### src/rtl/hilo_unit.sv
// HI/LO special registers: selects one of NSRC write sources, stalls for multicycle results,
// aborts on timeout, and gives a read port with same-cycle bypass of the committing value.
module hilo_unit #(
  parameter int WIDTH   = 32,
  parameter int NSRC    = 5,
  parameter int SELW    = 3,
  parameter int TIMEOUT = 64,
  parameter int CNTW    = 7
) (
  input  logic                  clk,
  input  logic                  rst,
  input  logic                  wr_valid,
  input  logic [SELW-1:0]       wr_sel,
  input  logic                  wr_hi_en,
  input  logic                  wr_lo_en,
  input  logic [NSRC*WIDTH-1:0] src_hi,
  input  logic [NSRC*WIDTH-1:0] src_lo,
  input  logic [NSRC-1:0]       src_rdy,
  input  logic                  rd_sel,
  output logic [WIDTH-1:0]      rd_data,
  output logic [WIDTH-1:0]      hi,
  output logic [WIDTH-1:0]      lo,
  output logic                  stall,
  output logic                  err
);

  typedef enum logic {ST_IDLE, ST_WAIT} state_t;

  localparam logic [CNTW-1:0] TMO = CNTW'(TIMEOUT);

  state_t           state_q, state_d;
  logic [CNTW-1:0]  cnt_q, cnt_d;
  logic [SELW-1:0]  sel_q, sel_d;
  logic             hien_q, hien_d;
  logic             loen_q, loen_d;
  logic [WIDTH-1:0] hi_q, hi_d;
  logic [WIDTH-1:0] lo_q, lo_d;
  logic             err_q, err_d;

  logic [SELW-1:0]  cur_sel;
  logic             cur_hien, cur_loen;
  logic             sel_ok, rdy_sel, commit;
  logic [WIDTH-1:0] hi_cand, lo_cand;

  always_comb begin
    state_d  = state_q;
    cnt_d    = cnt_q;
    sel_d    = sel_q;
    hien_d   = hien_q;
    loen_d   = loen_q;
    err_d    = 1'b0;
    stall    = 1'b0;
    commit   = 1'b0;
    rdy_sel  = 1'b0;
    hi_cand  = '0;
    lo_cand  = '0;

    // In WAIT the pipeline is held, so only the latched request matters.
    cur_sel  = (state_q == ST_WAIT) ? sel_q  : wr_sel;
    cur_hien = (state_q == ST_WAIT) ? hien_q : wr_hi_en;
    cur_loen = (state_q == ST_WAIT) ? loen_q : wr_lo_en;
    sel_ok   = int'(cur_sel) < NSRC;

    for (int k = 0; k < NSRC; k++) begin
      if (cur_sel == SELW'(k)) begin
        rdy_sel = src_rdy[k];
        hi_cand = src_hi[k*WIDTH +: WIDTH];
        lo_cand = src_lo[k*WIDTH +: WIDTH];
      end
    end

    case (state_q)
      ST_IDLE: begin
        if (wr_valid && (wr_hi_en || wr_lo_en)) begin
          if (!sel_ok) begin
            err_d = 1'b1;
          end else if (rdy_sel) begin
            commit = 1'b1;
          end else begin
            stall   = 1'b1;
            state_d = ST_WAIT;
            cnt_d   = CNTW'(1);
            sel_d   = wr_sel;
            hien_d  = wr_hi_en;
            loen_d  = wr_lo_en;
          end
        end
      end
      default: begin
        // Ready wins over a coinciding timeout.
        if (rdy_sel) begin
          commit  = 1'b1;
          state_d = ST_IDLE;
          cnt_d   = '0;
        end else if (cnt_q == TMO) begin
          err_d   = 1'b1;
          state_d = ST_IDLE;
          cnt_d   = '0;
        end else begin
          stall   = 1'b1;
          cnt_d   = cnt_q + 1'b1;
        end
      end
    endcase

    hi_d    = (commit && cur_hien) ? hi_cand : hi_q;
    lo_d    = (commit && cur_loen) ? lo_cand : lo_q;
    rd_data = rd_sel ? lo_d : hi_d;
  end

  always_ff @(posedge clk or posedge rst) begin
    if (rst) begin
      state_q <= ST_IDLE;
      cnt_q   <= '0;
      sel_q   <= '0;
      hien_q  <= 1'b0;
      loen_q  <= 1'b0;
      hi_q    <= '0;
      lo_q    <= '0;
      err_q   <= 1'b0;
    end else begin
      state_q <= state_d;
      cnt_q   <= cnt_d;
      sel_q   <= sel_d;
      hien_q  <= hien_d;
      loen_q  <= loen_d;
      hi_q    <= hi_d;
      lo_q    <= lo_d;
      err_q   <= err_d;
    end
  end

  assign hi  = hi_q;
  assign lo  = lo_q;
  assign err = err_q;

endmodule

### config.mk
export PLATFORM = sky130hd
export DESIGN_NAME = hilo_unit
export DESIGN_NICKNAME = d
export VERILOG_FILES = /design/src/rtl/hilo_unit.sv
export SDC_FILE = /design/constraint.sdc
export NUM_CORES = 1
export LEC_CHECK = 0
export BUFFER_PORTS_ARGS = -buffer_cell sky130_fd_sc_hd__buf_2
export CAP_MARGIN = 20
export CORE_AREA = 4 4 166 168
export CTS_BUF_LIST = sky130_fd_sc_hd__clkbuf_8
export CTS_CLUSTER_DIAMETER = 100
export DETAILED_ROUTE_END_ITERATION = 7
export DIE_AREA = 0 0 170 172
export PLACE_DENSITY_LB_ADDON = 0.3
export SKIP_LAST_GASP = 1
export SYNTH_ARGS = -nofsm -noshare
export SYNTH_HDL_FRONTEND = slang
export SYNTH_SLANG_ARGS = --single-unit
### constraint.sdc
create_clock -name clk -period 3.45 [get_ports clk]
set_input_delay 0.345 -clock clk [delete_from_list [all_inputs] [get_ports clk]]
set_output_delay 0.345 -clock clk [all_outputs]
set_load 0.03 [all_outputs]
== Word-level counts from Yosys, hierarchy flattened ==
Cells that the tools add are included.
Word-level totals
  register bits: 78
  bits in latches: 0
  RAM bits: 0
  ROM bits: 0
  output and inout port bits: 98
  word-level logic and storage cells: 69
  memories: 0
Cells by class
  $add $sub $neg: 1
  multiply operators: 0
  divide/modulo/power cells: 0
  $lt $le $gt $ge: 1
  equality and inequality tests: 6
  shifts and indexed selects: 0
  muxes and demuxes: 42
  bitwise logic cells: 2
  reduce and logical (&&, ||, !) cells: 9
Operators with widths (count)
  32-bit two-way mux: 13
  7-bit two-way mux: 6
  1-bit two-way mux: 22
  7-bit by 1-bit adder with 7-bit output, second input constant: 1
  7-bit == test, second input constant: 1
  3-bit by 2-bit == test with 1-bit output, second input constant: 2
  4-bit AND reduction: 1
  2-bit nonzero test: 2
  3-bit by 1-bit == test with 1-bit output, second input constant: 1
  3-bit == test, second input constant: 1
  1-bit logical AND: 3
  3-bit logical NOT: 1
  3-bit less-than comparator, second input constant: 1
  3-bit two-way mux: 1
  3-bit AND reduction: 1
  2-bit inequality test, second input constant: 1
  1-bit NOT: 2
  1-bit logical OR: 1

== Depth between registers and ports, before layout ==
  depth after elaboration: 14
  mapped depth: 11

== Worst setup path after synthesis ==
Ideal clock, no wire load.
  path kind: register -> output
  start point: reg state_q
  end point: out rd_data[28]
  arrival: 3145 ps
  required time: 3105 ps
  setup slack: -40 ps
  stages on the path, launching flop included: 10
  path buffers: 4
  path through: dfrtp_1 > buf_2 > mux2_2 > or2_2 > clkbuf_1 > nor2_1 > o21ai_1 > buf_4 > clkbuf_1 > o311ai_0
Between the ends
  cells in the longest elaborated chain, start to end: 14
RTL lines
  start: declaration: line 31  | state_t state_q, state_d;
  start signal: assignment: line 122  | state_q <= state_d;
  3-bit two-way mux: line 59  | cur_sel = (state_q == ST_WAIT) ? sel_q : wr_sel;
  3-bit logical NOT: line 65  | if (cur_sel == SELW'(k)) begin
  1-bit two-way mux (5 in series): line 65
  1-bit two-way mux: line 77, 91
  1-bit two-way mux: line 75  | if (!sel_ok) begin
  1-bit two-way mux: line 74  | if (wr_valid && (wr_hi_en || wr_lo_en)) begin
  1-bit two-way mux: line 72  | case (state_q)
  1-bit logical AND (on tied branches): line 106, 107
  32-bit two-way mux (on tied branches): line 106, 107
  32-bit two-way mux *: line 108  | rd_data = rd_sel ? lo_d : hi_d;
  end: declaration: line 20  | output logic [WIDTH-1:0] rd_data,
Every way passes the cells marked *; elsewhere a longest branch is shown, timed or not.

== Worst setup path after layout ==
  start point: reg state_q
  end point: out rd_data[30]
Same word-level chain as after synthesis.

==> results.ini <==
[sta]
hold_slack_ns = 0.0387
fmax_mhz = 299
worst_pin_slew_ns = 0.697
period_share_pct = 96.8
rsz0062_at_grt = yes
hold_viol = 0
setup_viol = 0
skew_ns = 0.0111
tns_ns = 0
slew_headroom_pct = 53.5
timing.final.crit_period_ns = 3.34
maxSlewViolCount = 0

[routing]
wl_per_cell_um = 20.9
drt-pass1-iter-count = 5
via_per_inst = 5.11
totalWireLength_um = 31600
route.vias.total = 7700
drc = 0
ant_nets = 0
drt_iter0_drc = 468

[cells_and_area]
final_util_pct = 38.4
drive_gt1_share_pct = 48.5
num-nets-final = 1503
antenna_cells = 0
syn_to_final_growth_pct = 50.1
instances_no_fill = 1507

[floorplanning]
core-area_um2 = 25900
dieArea_um2 = 29200
die_w_um = 170
die_height_um = 172
io_pins = 432
initial_core_util_pct = 25.6
rows = 59

[min_path]
worstHoldPathType = in -> async

[clocking]
clk_path_buf_depth = 2
clock_latency_ns = 0.37
cts_htree_levels = 3
cts_tree = done
clk_pin_slew_ns = 0.09
cts.sinks = 78
clock-root-buffer = clkbuf_8
cts_made_buffers = 9
holdBufCountCts = 0

[critical_path]
r2r-start = state_q$_DFF_PP0_
crit_fanout = 13
cp-start-kind = register
r2r_slack_ns = 0.81
reg2regPathDepth = 10
critPathKind = reg -> out
r2r_end = sel_q[0]$_DFFE_PP0P_
worstPathRequired_ns = 3.11
cp-end-kind = primary output
cp.arrival_ns = 3.00

[run_status]
status = complete, no violations

[placed_design]
gp_congestion = 0.821
dpl.hpwl_um = 24000
port-buffer-count = 431
place_inst = 1479

[grt]
grt_pass1_vias = 7627
grt_pass1_wl_um = 45100
antenna_found_initial = 1
grt_util_all_layers_pct = 20.0
overflow = 0
grt_max_degree = 66

[synthesis]
ys_types = 42
synth_warnings = 0
synth_top_area_cell = dfrtp_1
synth_commonest_cells = nand2_1 (104), mux2i_1 (99), dfrtp_1 (78), o21ai_0 (72), clkbuf_1 (51)
synth-seq-cells = 78
syn_inst = 755
synthFlopType = dfrtp_1
synth_top_area_share_pct = 29.4
syn_nets = 1091
async_flop_share_pct = 100
synth-edff-count = 0
synth_area_um2 = 6630
postSynthAreaPerCell_um2 = 8.79
ys_seq_area_share_pct = 29.4
synth.most_common_cell = nand2_1
synth_area_leaders = dfrtp_1 (29%), mux2i_1 (15%), mux4_2 (9.8%)

[power]
pwr-share-clk_pct = 10.1
combPwrFrac_pct = 70.5
internal_power_uw = 4240
p_switching_uw = 4570
netSwitchingFraction_pct = 51.9
p_per_area_nw_per_um2 = 885
total_power_uw = 8820
p_seq_share_pct = 19.4
power_leakage_uw = 0.00502
ir_drop_v = 0.000383

[run]
drv_cap = 0

[repair_timing]
action / CTS / global route
resized for setup: 17 / 42
buffers inserted: 7 / 0
endpoints found under the setup margin: 32 / 32
pin swaps: 2 / 1
cloned: 3 / 2
[metrics by stage]
step | cell area (um^2) | setup WS (ns)
3_5_place_dp | 9300 | 0.160
5_1_grt | 9960 | -0.0148
2_1_floorplan | 6630 | -0.0401
3_3_place_gp | 9300 | 0.263
6_report | 9960 | 0.109
4_1_cts | 9760 | 0.000485
[routing by layer]
layer / GRT usage [%] / wire (um) / share of wire [%] / vias to the layer above
met5: 0 / 0 / 0 / -
met1: 26.2 / 13300 / 42 / 3614
met4: 4.93 / 400 / 1.3 / 0
met3: 4.18 / 2510 / 7.9 / 23
met2: 33.8 / 15400 / 49 / 372
li1: - / - / - / 3691
[how the worst max path moves through the flow]
stage	startpoint	to	slack, ns
after floorplan	state_q$_DFF_PP0_	rd_data[28]	-0.04
after global placement	state_q$_DFF_PP0_	rd_data[9]	0.26
after detailed placement	state_q$_DFF_PP0_	rd_data[9]	0.16
after CTS	state_q$_DFF_PP0_	rd_data[16]	0.0005
after global routing	state_q$_DFF_PP0_	rd_data[18]	-0.01
final	state_q$_DFF_PP0_	rd_data[30]	0.11
[placed cells by master (no fill, tap or decap), types with 5 or more instances in the layout]
| cell type | n |
|---|---|
| clkbuf_8 | 10 |
| buf_2 | 419 |
| o22ai_1 | 32 |
| buf_6 | 7 |
| a31oi_1 | 34 |
| buf_12 | 9 |
| buf_4 | 37 |
| mux2i_2 | 14 |
| nor2_1 | 34 |
| mux2_2 | 9 |
| nand3_1 | 40 |
| a2bb2oi_1 | 27 |
| nand2_1 | 104 |
| and2_1 | 30 |
| mux4_2 | 29 |
| o311ai_1 | 20 |
| mux2i_1 | 80 |
| dfrtp_1 | 77 |
| o311ai_0 | 9 |
| o21ai_0 | 72 |
| mux2i_4 | 5 |
| inv_1 | 9 |
[power groups by stage]
stage | clock (uW) | combinational [uW] | sequential (uW)
5_1_grt | 957 | 6670 | 1770
3_3_place_gp | 0 | 5800 | 1710
3_5_place_dp | 0 | 5850 | 1720
6_report | 894 | 6220 | 1710
4_1_cts | 929 | 6060 | 1710
2_1_floorplan | 0 | 3180 | 2380
[worst max-delay path, stage by stage (launching register included)]
cell	delay, ns
dfrtp_2	0.45
buf_6	0.16
mux2i_4	0.21
and3_4	0.19
a221o_2	0.45
o21ai_4	0.16
buf_4	0.18
buf_12	0.17
mux2i_2	0.28
o311ai_1	0.15
buf_4	0.21
[state kept, by name, summed over array words and instances, names as in the netlist]
name     cells
loen_q       1
hi          32
lo          32
sel_q        3
cnt_q        7
hien_q       1
err          1
state_q      1
[area by class of cell]
class,instances,area [um^2]
Clock buffer,10,138
Clock inverter,6,110
Fill cell,2690,16000
Inverter,10,38.8
Multi-Input combinational cell,590,4490
Sequential cell,78,1950
Tap cell,335,419
Timing Repair Buffer,478,2810
[cells by family after synthesis]
family	after synthesis	synth area share, %
compound gates	225	22.8
simple gates	225	15.3
mux	138	26.5
buf+inv	87	5.53
flops	78	29.4
fa+ha+maj	2	0.377
Power figures use the tool's default switching activity.
